===== src/rtl/strip_alloc_update.sv =====
// strip_alloc_update: keeps the per-strip occupied-width table. Each accepted
// request is re-checked against the table. If the rectangle fits, the new
// width is committed and the placement X is reported. Three combinational
// read ports drive the upstream least-width selector.
module strip_alloc_update #(
   parameter int MAX_WIDTH  = 128,
   parameter int NUM_STRIPS = 13
) (
   input  logic                  clk_i,
   input  logic                  rst_i,
   input  logic                  clear_i,
   input  logic                  valid_i,
   output logic                  ready_o,
   input  logic [3:0]            strip_id_i,
   input  logic [7:0]            strip_width_i,
   input  logic [7:0]            rect_width_i,
   output logic                  place_valid_o,
   output logic                  place_ok_o,
   output logic                  place_stale_o,
   output logic [3:0]            place_strip_id_o,
   output logic [7:0]            place_x_o,
   output logic [7:0]            placed_count_o,
   output logic [NUM_STRIPS-1:0] full_mask_o,
   input  logic [3:0]            rd_id_0_i,
   input  logic [3:0]            rd_id_1_i,
   input  logic [3:0]            rd_id_2_i,
   output logic [7:0]            rd_width_0_o,
   output logic [7:0]            rd_width_1_o,
   output logic [7:0]            rd_width_2_o
);

   typedef enum logic [1:0] {
      IDLE  = 2'd0,
      CHECK = 2'd1,
      RESP  = 2'd2
   } state_t;

   localparam logic [7:0] FULL_W8 = 8'(MAX_WIDTH);
   localparam logic [8:0] FULL_W9 = 9'(MAX_WIDTH);
   localparam logic [4:0] NUM_S5  = 5'(NUM_STRIPS);

   state_t state_reg, state_next;
   logic   ready;
   logic   accept;

   // Request fields captured at the acceptance edge.
   logic [3:0] id_reg;
   logic [7:0] hint_reg;
   logic [7:0] rect_reg;

   // The width table. Flops rather than block RAM, because three
   // combinational read ports and one check port are needed at once.
   logic [7:0] table_reg [NUM_STRIPS];

   logic                  place_valid_reg;
   logic                  place_ok_reg;
   logic                  place_stale_reg;
   logic [3:0]            place_id_reg;
   logic [7:0]            place_x_reg;
   logic [7:0]            count_reg;
   logic [NUM_STRIPS-1:0] full_mask_reg;

   // Check datapath signals.
   logic       in_range;
   logic [7:0] old_width;
   logic [8:0] sum;
   logic       fit;
   logic       commit;

   // Table lookup. An ID with no strip behind it reads as a full strip,
   // so the selector never picks a strip that does not exist.
   function automatic logic [7:0] table_read(input logic [3:0] id);
      logic [7:0] val;
      val = FULL_W8;
      for (int k = 0; k < NUM_STRIPS; k++) begin
         if (id == 4'(k)) begin
            val = table_reg[k];
         end
      end
      return val;
   endfunction

   // Next-state and handshake decode.
   always_comb begin
      state_next = state_reg;
      ready      = 1'b1;
      case (state_reg)
         IDLE: begin
            if (valid_i) state_next = CHECK;
         end
         CHECK: begin
            ready      = 1'b0;
            state_next = RESP;
         end
         RESP: begin
            if (valid_i) state_next = CHECK;
            else         state_next = IDLE;
         end
         default: begin
            state_next = IDLE;
         end
      endcase
   end

   assign accept = valid_i & ready & ~clear_i;

   // State register. A clear forces IDLE, which drops any request in CHECK.
   always_ff @(posedge clk_i or posedge rst_i) begin
      if (rst_i) begin
         state_reg <= IDLE;
      end else if (clear_i) begin
         state_reg <= IDLE;
      end else begin
         state_reg <= state_next;
      end
   end

   // Capture the request fields when a request is accepted.
   always_ff @(posedge clk_i or posedge rst_i) begin
      if (rst_i) begin
         id_reg   <= 4'd0;
         hint_reg <= 8'd0;
         rect_reg <= 8'd0;
      end else if (accept) begin
         id_reg   <= strip_id_i;
         hint_reg <= strip_width_i;
         rect_reg <= rect_width_i;
      end
   end

   // Fit check against the authoritative table. The sum is 9 bits wide so
   // that it cannot wrap.
   always_comb begin
      in_range  = ({1'b0, id_reg} < NUM_S5);
      old_width = table_read(id_reg);
      sum       = {1'b0, old_width} + {1'b0, rect_reg};
      fit       = in_range & (rect_reg != 8'd0) & (sum <= FULL_W9);
      commit    = (state_reg == CHECK) & fit & ~clear_i;
   end

   // Table and full-mask update. Both change on the same edge, so the mask
   // always matches the table.
   always_ff @(posedge clk_i or posedge rst_i) begin
      if (rst_i) begin
         for (int k = 0; k < NUM_STRIPS; k++) table_reg[k] <= 8'd0;
         full_mask_reg <= '0;
      end else if (clear_i) begin
         for (int k = 0; k < NUM_STRIPS; k++) table_reg[k] <= 8'd0;
         full_mask_reg <= '0;
      end else if (commit) begin
         for (int k = 0; k < NUM_STRIPS; k++) begin
            if (id_reg == 4'(k)) begin
               table_reg[k]     <= sum[7:0];
               full_mask_reg[k] <= (sum == FULL_W9);
            end
         end
      end
   end

   // Count successful placements. The count saturates at 255.
   always_ff @(posedge clk_i or posedge rst_i) begin
      if (rst_i) begin
         count_reg <= 8'd0;
      end else if (clear_i) begin
         count_reg <= 8'd0;
      end else if (commit && count_reg != 8'hFF) begin
         count_reg <= count_reg + 8'd1;
      end
   end

   // Result registers. The valid bit pulses for the RESP cycle only.
   // The other fields hold until the next result.
   always_ff @(posedge clk_i or posedge rst_i) begin
      if (rst_i) begin
         place_valid_reg <= 1'b0;
         place_ok_reg    <= 1'b0;
         place_stale_reg <= 1'b0;
         place_id_reg    <= 4'd0;
         place_x_reg     <= 8'd0;
      end else if (clear_i) begin
         place_valid_reg <= 1'b0;
      end else if (state_reg == CHECK) begin
         place_valid_reg <= 1'b1;
         place_ok_reg    <= fit;
         place_stale_reg <= in_range & (old_width != hint_reg);
         place_id_reg    <= id_reg;
         place_x_reg     <= in_range ? old_width : 8'd0;
      end else begin
         place_valid_reg <= 1'b0;
      end
   end

   assign ready_o          = ready;
   assign place_valid_o    = place_valid_reg;
   assign place_ok_o       = place_ok_reg;
   assign place_stale_o    = place_stale_reg;
   assign place_strip_id_o = place_id_reg;
   assign place_x_o        = place_x_reg;
   assign placed_count_o   = count_reg;
   assign full_mask_o      = full_mask_reg;

   assign rd_width_0_o = table_read(rd_id_0_i);
   assign rd_width_1_o = table_read(rd_id_1_i);
   assign rd_width_2_o = table_read(rd_id_2_i);

endmodule


===== config.mk =====
export PLATFORM = sky130hd
export DESIGN_NAME = strip_alloc_update
export DESIGN_NICKNAME = d
export VERILOG_FILES = /design/src/rtl/strip_alloc_update.sv
export SDC_FILE = /design/constraint.sdc
export NUM_CORES = 1
export LEC_CHECK = 0
export ABC_AREA = 1
export CAP_MARGIN = 0
export CORE_ASPECT_RATIO = 0.8
export CORE_UTILIZATION = 42
export DETAILED_ROUTE_END_ITERATION = 8
export REMOVE_ABC_BUFFERS = 1
export SYNTH_ARGS = -nofsm -noshare
export SYNTH_HDL_FRONTEND = slang
export SYNTH_SLANG_ARGS = --single-unit

===== constraint.sdc =====
create_clock -name clk_i -period 5.3 [get_ports clk_i]
set_input_delay 1.06 -clock clk_i [delete_from_list [all_inputs] [get_ports clk_i]]
set_output_delay 1.06 -clock clk_i [all_outputs]
set_load 0.02 [all_outputs]

==> qor.txt <==
RUN STATUS
--------------------------------------------------------------------------------
Status                                                              finished clean

TIMING
--------------------------------------------------------------------------------
Relative max-transition margin                                             15.4%
Transition at the pin with the smallest max-transition slack             1.27 ns
Highest Clock Rate                                                       201 MHz
Setup repair after global routing missed its margin                        false
Shortest clock period the worst path allows after layout                 4.98 ns
Final-report max-slew violation count                                          0
Crit share post-route                                                      93.9%
Min Hold Slack                                                          0.447 ns
Total count of hold-check failures in the final report                         0
Number of failing setup endpoints in the final timing report                   0
Clock Skew                                                             0.0154 ns

CLOCK NETWORK
--------------------------------------------------------------------------------
Cells resized by post-CTS repair                                               0
CTS root buf                                                           clkbuf_16
Post-CTS Repair Setup Buffers                                                  0
Cts bufs inserted                                                             17
Maximum clock path buffer count                                                2
Clock tree from TritonCTS                                                   done
Clock Pin Slew Worst Setup and Hold Paths                                0.06 ns
Deepest level of the CTS H-tree                                                4
Clock sinks                                                                  162
Clock network latency to the later pin of the worst-skew pair            0.45 ns
Post-CTS Hold Fix Bufs                                                         0

DETAILED ROUTING
--------------------------------------------------------------------------------
Number of vias after detailed routing                                      11100
Wire per inst                                                            22.0 µm
Average vias per placed instance                                            5.62
Wire length reported by the detailed router                             43500 µm
Antenna-violating nets left                                                    0
Number of remaining DRC errors                                                 0
First-iteration detailed-routing DRC count                                  1346
DR pass1 iterations                                                            6

POWER
--------------------------------------------------------------------------------
Internal Power                                                           2330 µW
Switching part of the total power                                          34.2%
Net switching power of the design                                        1210 µW
Relative contribution of sequential cells to total power                   37.9%
Static Leak                                                           0.00603 µW
Portion of total power attributed to combinational logic                   24.7%
Fraction of power consumed by the clock network                            37.5%
Maximum resistive drop on vdd                                           0.239 mV
Total power per unit cell area                                        282 mW/mm²

PLACEMENT
--------------------------------------------------------------------------------
Final HPWL DP                                                           33400 µm
Placer Congestion                                                           1.07
Cell total after placement                                                  1947
Count of input and output buffers                                             96

FINISH
--------------------------------------------------------------------------------
Nets                                                                        1702
Non-Filler Instances                                                        1978
Total area of multi-input combinational cells                        0.00541 mm²
FF+latch area                                                        0.00405 mm²
Max FFs per register                                                         104
Layout overhead on the synthesized area                                    22.3%
Number of antenna diodes                                                       0
Filler cells                                                                2355
Share of post-route cells with drive strength above 1                      8.28%

SETUP PATH
--------------------------------------------------------------------------------
Worst Path Max Fanout                                                          8
Crit path launch type                                                 input port
Class of the most critical setup path                                     in2out
CP required                                                              4.24 ns
Worst endpoint data arrival time                                         3.92 ns
Critical path buffers and inverters                                            2
Capturing element type of the critical path                         primary output
Worst path top cell family by delay                                 buffers and inverters
Most common cell on crit path                                            a21oi_1
Critical path's largest stage delay                                      0.60 ns
List of cells traversed by the critical path                        clkdlybuf4s50_1, nor2_1, nand2_1, o22ai_1, a21oi_1, o221ai_1, a21oi_1, o21ai_0, a21oi_1, nand3_1, nor2_1, nand3_1, nand2_1, clkdlybuf4s50_1
Slowest CP cell                                                     clkdlybuf4s50_1

FLOORPLAN
--------------------------------------------------------------------------------
Chip height                                                               142 µm
Initial Utilization                                                        43.3%
Core area                                                             0.0237 mm²
Standard-cell row count                                                       50
Area of the die                                                       0.0251 mm²
IO Pins                                                                       97
Chip width                                                                177 µm

GRT
--------------------------------------------------------------------------------
Total overflow reported by the global router                                   0
Number of antenna violations at the first check in global routing              0
First-pass GRT wire length                                              64300 µm
Tot GR Track Use                                                           35.5%
Number of global-route vias before repair                                  10100
Maximum number of pins on one net before global-route repair                 103

SYNTHESIS
--------------------------------------------------------------------------------
Number of different library cells in the post-synthesis netlist               42
Flop and latch count out of synthesis                                        162
Synth Instances                                                             1508
Sequential-to-total area share from yosys stat                             39.5%
Mapped cell area                                                      0.0103 mm²
FFs w/ async S/R, synth                                                     100%
Commonest register cell after synthesis                                  dfrtp_1
Yosys warning count                                                            0
Most area-consuming cells after synthesis                           dfrtp_1 39%, nand2_1 21%, inv_1 6.9%
EDFF count, synth                                                              0
Fraction of post-synthesis cell area in the top cell type by area          39.5%
Library cell with the largest summed area after synthesis                dfrtp_1
Average footprint of a synthesized cell                                 6.81 µm²

WORST HOLD PATH
--------------------------------------------------------------------------------
Worst hold path class                                                    reg2reg

RUN
--------------------------------------------------------------------------------
Max-cap violations                                                             0

[through the flow]
step | utilization (%) | power, µW | instance area, µm² | worst slack (ns) | setup TNS (ns)
detailed placement | 50.4 | 2220 | 11900 | 0.367 | 0
finish | 53.0 | 3540 | 12600 | 0.322 | 0
CTS | 53.0 | 3540 | 12600 | 0.353 | 0
global route | 53.0 | 3670 | 12600 | 0.0669 | 0
floorplan | - | 1800 | 10200 | -0.137 | -22.13
global placement | 50.4 | 2210 | 11900 | 0.376 | 0
[Yosys cell counts, types with 3 or more instances]
| master | count |
|---|---|
| nor2_1 | 144 |
| o21ai_0 | 74 |
| o2111ai_1 | 21 |
| a221oi_1 | 5 |
| xnor2_1 | 4 |
| buf_2 | 4 |
| nand4_1 | 36 |
| nor3_1 | 18 |
| nor2_2 | 15 |
| o221ai_1 | 8 |
| nor2_8 | 8 |
| mux2_2 | 9 |
| nand3_1 | 67 |
| nand2_1 | 580 |
| inv_1 | 190 |
| o22ai_1 | 22 |
| ha_1 | 11 |
| clkbuf_1 | 13 |
| o21ai_1 | 14 |
| xor2_1 | 6 |
| nor2_4 | 3 |
| a21oi_1 | 60 |
| dfrtp_1 | 162 |
| nand3b_1 | 4 |
| or2_2 | 7 |
[kinds of logic (layout without fill, tap and decap cells)]
family	count (synthesis)	count (layout)	share of synthesized area (%)
and+or+nand+nor	889	889	36.9
adders and majority gates	12	12	1.54
DFF	162	162	39.5
AOI/OAI and AO/OA	213	213	12.3
buffers and inverters	213	371	7.94
xor gates and xnor gates	10	10	0.853
muxes	9	9	0.987
[placed cells by master, fill, tap and decap left out, types with 9 or more instances in the layout]
master	instances
nor2_1	142
nand4_1	36
dfrtp_1	162
nand2_1	580
o21ai_0	74
inv_1	189
nand3_1	67
o22ai_1	22
o21ai_1	14
ha_1	11
o2111ai_1	21
nor2_2	17
clkdlybuf4s50_1	95
clkbuf_16	17
nor3_1	18
mux2_2	9
a21oi_1	60
buf_4	49
[power by group through the flow]
stage          Sequential, µW  Combinational [µW]  Clock, µW
2_1_floorplan            1390                 418          0
3_3_place_gp             1360                 850          0
3_5_place_dp             1360                 855          0
4_1_cts                  1340                 860       1340
5_1_grt                  1350                 932       1390
6_report                 1340                 872       1330
[final timing paths]
path,from,endpoint,slack [ns],depth (start not counted)
worst max register to register,id_reg[3],table_reg[17],0.49,27
worst min register to register,state_reg[0],state_reg[0],0.45,1
min in group asynchronous,rst_i,placed_count_o[4],1.16,2
max in group asynchronous,rst_i,table_reg[81],3.21,3
worst min-delay path,state_reg[0],state_reg[0],0.45,1
worst max-delay path,rd_id_0_i[3],rd_width_0_o[7],0.32,14
[layer usage]
metal,up-vias,global-route usage (%),wire length [µm]
li1,5172,-,-
met1,5257,55.2,20600
met2,603,48.3,17300
met3,76,7.23,4580
met4,0,10.9,1040
met5,-,0,0
[layout make-up]
cell class,instances,share of cell area [%]
Inverter,193,5.81
Clock buffer,18,3.50
Sequential cell,162,32.3
Clock inverter,13,1.39
Timing Repair Buffer,147,10.9
Tap cell,312,3.11
Multi-Input combinational cell,1133,43.0
(Power assumes the default switching activity.)
